[src/rtl/seg7_scan_ctrl.sv]
// Four-digit multiplexed 7-segment scan controller with double-buffered load.
// New values are staged in a pending register and swapped in only at a frame boundary.
module seg7_scan_ctrl #(
   parameter int P_DIV = 4
) (
   input  logic        i_w_clk,
   input  logic        i_w_reset,
   input  logic        i_w_load,
   input  logic [15:0] i_w_data,
   input  logic        i_w_lzb,
   output logic        o_w_ready,
   output logic [3:0]  o_w_an,
   output logic [6:0]  o_w_7seg
);

   localparam logic       ST_BLANK  = 1'b0;
   localparam logic       ST_SCAN   = 1'b1;
   localparam logic [15:0] DIV_LAST = 16'(P_DIV - 1);

   logic        state_q, state_d;
   logic [15:0] presc_q, presc_d;
   logic [1:0]  idx_q, idx_d;
   logic [15:0] disp_q, disp_d;
   logic [15:0] pend_q, pend_d;
   logic        pend_vld_q, pend_vld_d;

   logic        tick;
   logic        boundary;
   logic        accept;
   logic [3:0]  nibble;
   logic        blank_digit;

   function automatic logic [6:0] seg_decode(input logic [3:0] nib);
      logic [6:0] s;
      case (nib)
         4'h0: s = 7'h3F;
         4'h1: s = 7'h06;
         4'h2: s = 7'h5B;
         4'h3: s = 7'h4F;
         4'h4: s = 7'h66;
         4'h5: s = 7'h6D;
         4'h6: s = 7'h7D;
         4'h7: s = 7'h07;
         4'h8: s = 7'h7F;
         4'h9: s = 7'h6F;
         4'hA: s = 7'h77;
         4'hB: s = 7'h7C;
         4'hC: s = 7'h39;
         4'hD: s = 7'h5E;
         4'hE: s = 7'h79;
         default: s = 7'h71;
      endcase
      return s;
   endfunction

   assign tick      = (state_q == ST_SCAN) && (presc_q == DIV_LAST);
   assign boundary  = tick && (idx_q == 2'd3);
   assign o_w_ready = ~pend_vld_q;
   assign accept    = i_w_load && o_w_ready;

   always_comb begin
      state_d    = state_q;
      presc_d    = presc_q;
      idx_d      = idx_q;
      disp_d     = disp_q;
      pend_d     = pend_q;
      pend_vld_d = pend_vld_q;
      if (state_q == ST_BLANK) begin
         presc_d    = 16'd0;
         idx_d      = 2'd0;
         pend_vld_d = 1'b0;
         if (i_w_load) begin
            disp_d  = i_w_data;
            state_d = ST_SCAN;
         end
      end else begin
         presc_d = tick ? 16'd0 : presc_q + 16'd1;
         idx_d   = tick ? idx_q + 2'd1 : idx_q;
         // A swap at the boundary blocks capture (ready is low), so a load
         // landing on a boundary with pending empty waits for the next frame.
         if (boundary && pend_vld_q) begin
            disp_d     = pend_q;
            pend_vld_d = 1'b0;
         end else if (accept) begin
            pend_d     = i_w_data;
            pend_vld_d = 1'b1;
         end
      end
   end

   always_ff @(posedge i_w_clk) begin
      if (i_w_reset) begin
         state_q    <= ST_BLANK;
         presc_q    <= 16'd0;
         idx_q      <= 2'd0;
         disp_q     <= 16'd0;
         pend_q     <= 16'd0;
         pend_vld_q <= 1'b0;
      end else begin
         state_q    <= state_d;
         presc_q    <= presc_d;
         idx_q      <= idx_d;
         disp_q     <= disp_d;
         pend_q     <= pend_d;
         pend_vld_q <= pend_vld_d;
      end
   end

   always_comb begin
      nibble      = 4'h0;
      blank_digit = 1'b0;
      case (idx_q)
         2'd0: nibble = disp_q[3:0];
         2'd1: begin
            nibble      = disp_q[7:4];
            blank_digit = i_w_lzb && (disp_q[15:4] == 12'd0);
         end
         2'd2: begin
            nibble      = disp_q[11:8];
            blank_digit = i_w_lzb && (disp_q[15:8] == 8'd0);
         end
         default: begin
            nibble      = disp_q[15:12];
            blank_digit = i_w_lzb && (disp_q[15:12] == 4'd0);
         end
      endcase
   end

   always_comb begin
      o_w_an   = 4'hF;
      o_w_7seg = 7'h00;
      if ((state_q == ST_SCAN) && !blank_digit) begin
         o_w_an   = ~(4'b0001 << idx_q);
         o_w_7seg = seg_decode(nibble);
      end
   end

endmodule

[config.mk]
export PLATFORM = sky130hd
export DESIGN_NAME = seg7_scan_ctrl
export DESIGN_NICKNAME = d
export VERILOG_FILES = /design/src/rtl/seg7_scan_ctrl.sv
export SDC_FILE = /design/constraint.sdc
export NUM_CORES = 1
export LEC_CHECK = 0
export ABC_AREA = 0
export CAP_MARGIN = 20
export CORE_MARGIN = 2
export CORE_UTILIZATION = 50
export DETAILED_ROUTE_END_ITERATION = 10
export GPL_ROUTABILITY_DRIVEN = 0
export PLACE_DENSITY = 0.72
export SLEW_MARGIN = 30
export SYNTH_ARGS = -nofsm -noshare
export SYNTH_HDL_FRONTEND = slang
export SYNTH_SLANG_ARGS = --single-unit
[constraint.sdc]
create_clock -name i_w_clk -period 2.3 [get_ports i_w_clk]
set_input_delay 0.23 -clock i_w_clk [delete_from_list [all_inputs] [get_ports i_w_clk]]
set_output_delay 0.23 -clock i_w_clk [all_outputs]
set_load 0.005 [all_outputs]
# Yosys cells after proc, flatten, opt, wreduce, memory -nomap -nowiden

Memory sizes are Yosys's and may differ from the RTL's.
Cells that the tools add are included.

$add $sub $neg: 2
Equality and inequality tests: 5
Shift-type cells: 1
Multiplexer cells: 9
Bitwise logic cells: 4
Reductions and logical operators: 19

Operator list:

| kind                                                  | number |
|---|---|
| two-way mux 16 bit                                    | 3 |
| adder 16 x 1 -> 16 bit, second input constant         | 1 |
| == test 16 x 2 -> 1 bit, second input constant        | 1 |
| logical NOT 12 bit                                    | 1 |
| case mux 4 bit (3 select lines)                       | 1 |
| logical AND 1 bit                                     | 8 |
| logical NOT 8 bit                                     | 1 |
| two-way mux 7 bit                                     | 1 |
| OR reduction 3 bit                                    | 2 |
| == test 2 bit, second input constant                  | 2 |
| logical NOT 4 bit                                     | 1 |
| two-way mux 4 bit                                     | 1 |
| inverter 4 bit                                        | 1 |
| left shift 1 x 2 -> 4 bit, first input constant       | 1 |
| inverter 1 bit                                        | 3 |
| case mux 1 bit (3 select lines)                       | 1 |
| AND reduction 3 bit                                   | 1 |
| adder 2 x 1 -> 2 bit, second input constant           | 1 |
| == test 2 x 1 -> 1 bit, second input constant         | 1 |
| logical NOT 2 bit                                     | 1 |
| two-way mux 1 bit                                     | 2 |
| inequality test 2 x 1 -> 1 bit, second input constant | 1 |
| AND reduction 2 bit                                   | 1 |
| nonzero test 2 bit                                    | 1 |
| 2 further kinds                                       | 2 |

Register bits: 52
Bits in read-only memories: 112
Input bits: 20
Logic and storage cells: 47
Memories: 1

Memory list:

| name             | depth | bits a word | read ports | clocked after memory_dff | write ports | RTL line | text |
|---|---|---|---|---|---|---|---|
| (name not given) | 16    | 7           | 1          | 0                        | 0           | 35       | `case (nib)` |

# Depth between registers and ports, before layout

Gate-level depths: netlist of run 1.

Word-level depth: 6
Depth in mapped cells: 10
Mapped depth without buffers: 10

# Worst setup path after synthesis of run 1

No wires, ideal clock.

Path type: flip-flop to output port
Start: reg idx_q[1]
End: out o_w_7seg[6]
Arrival time: 2.179 ns
Data required time: 2.070 ns
Slack: -0.109 ns
Stages on the path, launching flop included: 8
Buffers on the path: 1
Cell sequence: dfxtp_1 > inv_1 > ha_1 > a222oi_1 > a21o_1 > buf_6 > mux2_1 > a221oi_1

Longest elaborated chain between the ends: 5
Elaborated cells between the ends (all ways): 9

RTL lines:

| element                                                          | RTL line | text |
|---|---|---|
| start: declaration                                               | 22       | `logic [1:0] idx_q, idx_d;` |
| start signal: assignment                                         | 102      | `idx_q <= idx_d;` |
| branches (longest 4 deep; another with memory read (16 x 7 bit)) | --       |  |
| two-way mux 7 bit *                                              | 132      | `if ((state_q == ST_SCAN) && !blank_digit) begin` |
| end: declaration                                                 | 13       | `output logic [6:0] o_w_7seg` |

Mark *: on every way between the ends.

# Final worst setup path of run 1

Start: reg idx_q[0]
End: out o_w_7seg[6]

The elaborated chain is that of the path after synthesis.

==> impl_results.md, run 1 <==
* Standby leakage power at 1.51 nW
* Latest clock arrival within the worst-skew pair at 0.30 ns
* Placeable Area at 0.00547 mm^2
* Die footprint at 0.00628 mm^2
* Clock Skew at 0.00846 ns
* Share of flip-flops with an asynchronous set or reset after synthesis at 0
* Ports at 32
* Average footprint of a synthesized cell at 8.60 um^2
* Maximum root-to-sink buffer count at 2
* Final cell area excluding filler cells at 0.00371 mm^2
* Row cnt at 27
* Data arrival time of the critical path at 2.59 ns
* Area added between synthesis and finish at 31.1%
* Tcrit/Tclk final at 1.23
* Final hold vios at 0
* Overflow left after global routing at 0
* Yosys reg bits at 52
* Violation count after the first detailed-route iteration at 137
* Initial cell density of the core at 0.517
* Syn Nets at 361
* DR vias/cell at 5.45
* Commonest non-fill, non-tap cells in the layout: 50 x sky130_fd_sc_hd__dfxtp_1, 43 x sky130_fd_sc_hd__nand2_1, 38 x sky130_fd_sc_hd__nor2_1
* Predominant post-synthesis flop cell: sky130_fd_sc_hd__dfxtp_1
* Type of element launching the critical path: register
* Routed wire per std cell at 14.5 um
* Crit path capture type: output port
* Number of port buffers at 31
* Dpl cells at 451
* Max Slew Vio Count at 0
* Synth area leaders: sky130_fd_sc_hd__dfxtp_1 37%, sky130_fd_sc_hd__mux2i_1 7.8%, sky130_fd_sc_hd__mux2_1 6.8%
* Total number of H-tree levels at 2
* Switching component of the power at 0.463 mW
* Final worst slack at -0.523 ns
* Syn. warnings at 0
* Post-detailed-route count of antenna-violating nets at 0
* Max-cap check violation count at 0
* Failing checks: negative setup slack
* Total iterations of the first detailed-routing run at 4
* Post-layout util at 0.678
* Unrepaired setup endpoints after global routing: true
* Power density over cell area at 486 mW/mm^2
* Most common library cell in the layout ignoring fill and taps: sky130_fd_sc_hd__dfxtp_1
* Final std cells w/o fill at 469
* CTS root buf: sky130_fd_sc_hd__clkbuf_8
* Number of setup violations in the final report at 8
* Outcome: finished, violations left
* FMAX at 354 MHz
* Pre-CTS setup slack at -0.469 ns
* Antenna diode instance count at 0
* Largest area contributor in the netlist: sky130_fd_sc_hd__dfxtp_1
* Clock tree from TritonCTS: yes
* Final critical path time including I/O delays and setup at 2.82 ns
* CP Max Fanout at 4
* Y dimension of the die at 79.2 um
* Actual transition at the worst max-transition pin at 0.664 ns
* Via count at 2,555
* Switching part of the total power at 0.257
* Synthesized instance count at 329
* Clock-pin slew of the registers on the worst-case setup and hold paths at 0.09 ns
* Hold-fix buffers at CTS at 0
* Number of antenna violations at the first check in global routing at 0
* Placed wire-length estimate at 4690 um
* Largest net degree at the start of global routing at 50
* Routed WL at 6780 um
* Worst-case headroom to the max-slew limit at 0.556
* Die width at 79.2 um
* Vias in the first global route at 2,517
* Setup TNS after final layout at -2.91 ns
* CP Data Required Time at 2.07 ns
* Global-route wire length before repair at 11,700 um
* Total cell area at the placement stage at 0.00344 mm^2
* Class of the tightest hold or removal check: register to register
* Sequential cell area fraction in the yosys report at 0.368
* Combinational share of power at 0.176
* Startpoint-to-endpoint class of the critical path: register to output port
* Largest vdd supply drop at 331 uV
* Fraction of final layout cells with drive strength greater than 1 at 0.209
* Count of unique library cells instantiated by Yosys at 47
* CTS buffer count at 5
* Int Pwr at 1.34 mW
* Number of nets in the final layout at 428
* Share of total power in sequential cells at 0.526
* Clock share of power at 0.298
* Netlist area before placement at 0.00283 mm^2
* Area share of the largest cell type after synthesis at 0.368
* Combined global-route utilization of all metal layers at 0.231
* Count of clock tree sinks at 52
* Residual DRC count at 0
* Post-synth EDFFs at 0
[cell families after synthesis]
logic type,Yosys count,synth area share
compound gates,55,0.129
xor+xnor,10,0.0310
fa+ha+maj,12,0.0531
buf+inv,28,0.0447
flops,52,0.368
mux,41,0.155
simple gates,131,0.220
[flip-flops by register name (all words and copies together), names as in the netlist]
register	flops
disp_q	16
idx_q	2
pend_q	16
pend_vld_q	1
presc_q	16
state_q	1
[per-layer routing]
| layer | global-route usage | share of wire | up-vias |
|---|---|---|---|
| li1 | - | - | 1279 |
| met1 | 0.305 | 0.46 | 1195 |
| met2 | 0.386 | 0.47 | 66 |
| met3 | 0.0420 | 0.045 | 15 |
| met4 | 0.0690 | 0.020 | 0 |
| met5 | 0 | 0 | - |
[worst paths after layout]
kind | startpoint | end | slack, ns | cells past startpoint
max | idx_q[0] | o_w_7seg[6] | -0.52 | 11
min | pend_q[13] | pend_q[13] | 0.46 | 2
max reg2reg | presc_q[0] | disp_q[12] | 0.20 | 6
min reg2reg | pend_q[13] | pend_q[13] | 0.46 | 2
[stage by stage]
step / total power [mW] / hold WS, ns
after CTS: 1.80 / 0.460
after floorplan: 1.14 / 0.346
after global routing: 1.89 / 0.474
after detailed placement: 1.27 / 0.447
after global placement: 1.26 / 0.441
final: 1.80 / 0.458
[power by group through the flow]
stage                     logic [mW]  clock network (mW)  registers (mW)
final                          0.317               0.538           0.949
after global routing           0.347               0.592           0.953
after CTS                      0.304               0.545           0.949
after detailed placement       0.297                   0           0.971
after global placement         0.291                   0           0.971
after floorplan                0.171                   0           0.965
[area by class of cell]
cell class | count | area (um^2)
Timing Repair Buffer | 76 | 656
Sequential cell | 52 | 1050
Clock buffer | 7 | 86.3
Tap cell | 72 | 90.1
Clock inverter | 1 | 7.51
Fill cell | 483 | 1760
Inverter | 12 | 50.0
Multi-Input combinational cell | 249 | 1770
[critical path: stages (launching register included)]
cell and delay [ns]:
sky130_fd_sc_hd__dfxtp_4 0.40, sky130_fd_sc_hd__inv_4 0.05, sky130_fd_sc_hd__ha_2 0.19, sky130_fd_sc_hd__buf_4 0.15, sky130_fd_sc_hd__a222oi_1 0.28, sky130_fd_sc_hd__buf_4 0.19
sky130_fd_sc_hd__a21o_1 0.17, sky130_fd_sc_hd__buf_6 0.12, sky130_fd_sc_hd__buf_6 0.08, sky130_fd_sc_hd__mux2_4 0.29, sky130_fd_sc_hd__a221oi_2 0.21, sky130_fd_sc_hd__buf_2 0.15
[cell usage after synthesis (all sizes together), types with 2 or more instances]
cell     n
o22ai    2
xnor2    2
nand2b   3
buf      6
nor2b   15
nand3    7
mux2i   22
a222oi   3
nand2   43
xor2     8
a221oi   3
clkbuf  10
nor3     3
a211oi   3
inv     12
a21oi   25
nor2    38
ha      12
a22oi    2
and4     3
a21o     2
nor4b    2
o21ai    5
or3      3
dfxtp   52
nand4    5
mux2    19
nor4     5
[repair_timing]
item / 4_1_cts / 5_1_grt
pin swaps: 11 / 9
endpoints found under the setup margin: 10 / 10
gates resized for setup: 52 / 11
setup buffers: 7 / 4
Power figures use the tool's default switching activity.
==> inputs of run 2 (changes only) <==
- CTS_CLUSTER_SIZE: not set -> 40
==> results of run 2 <==
The final DEF is identical to that of run 1; final timing and power are the same.
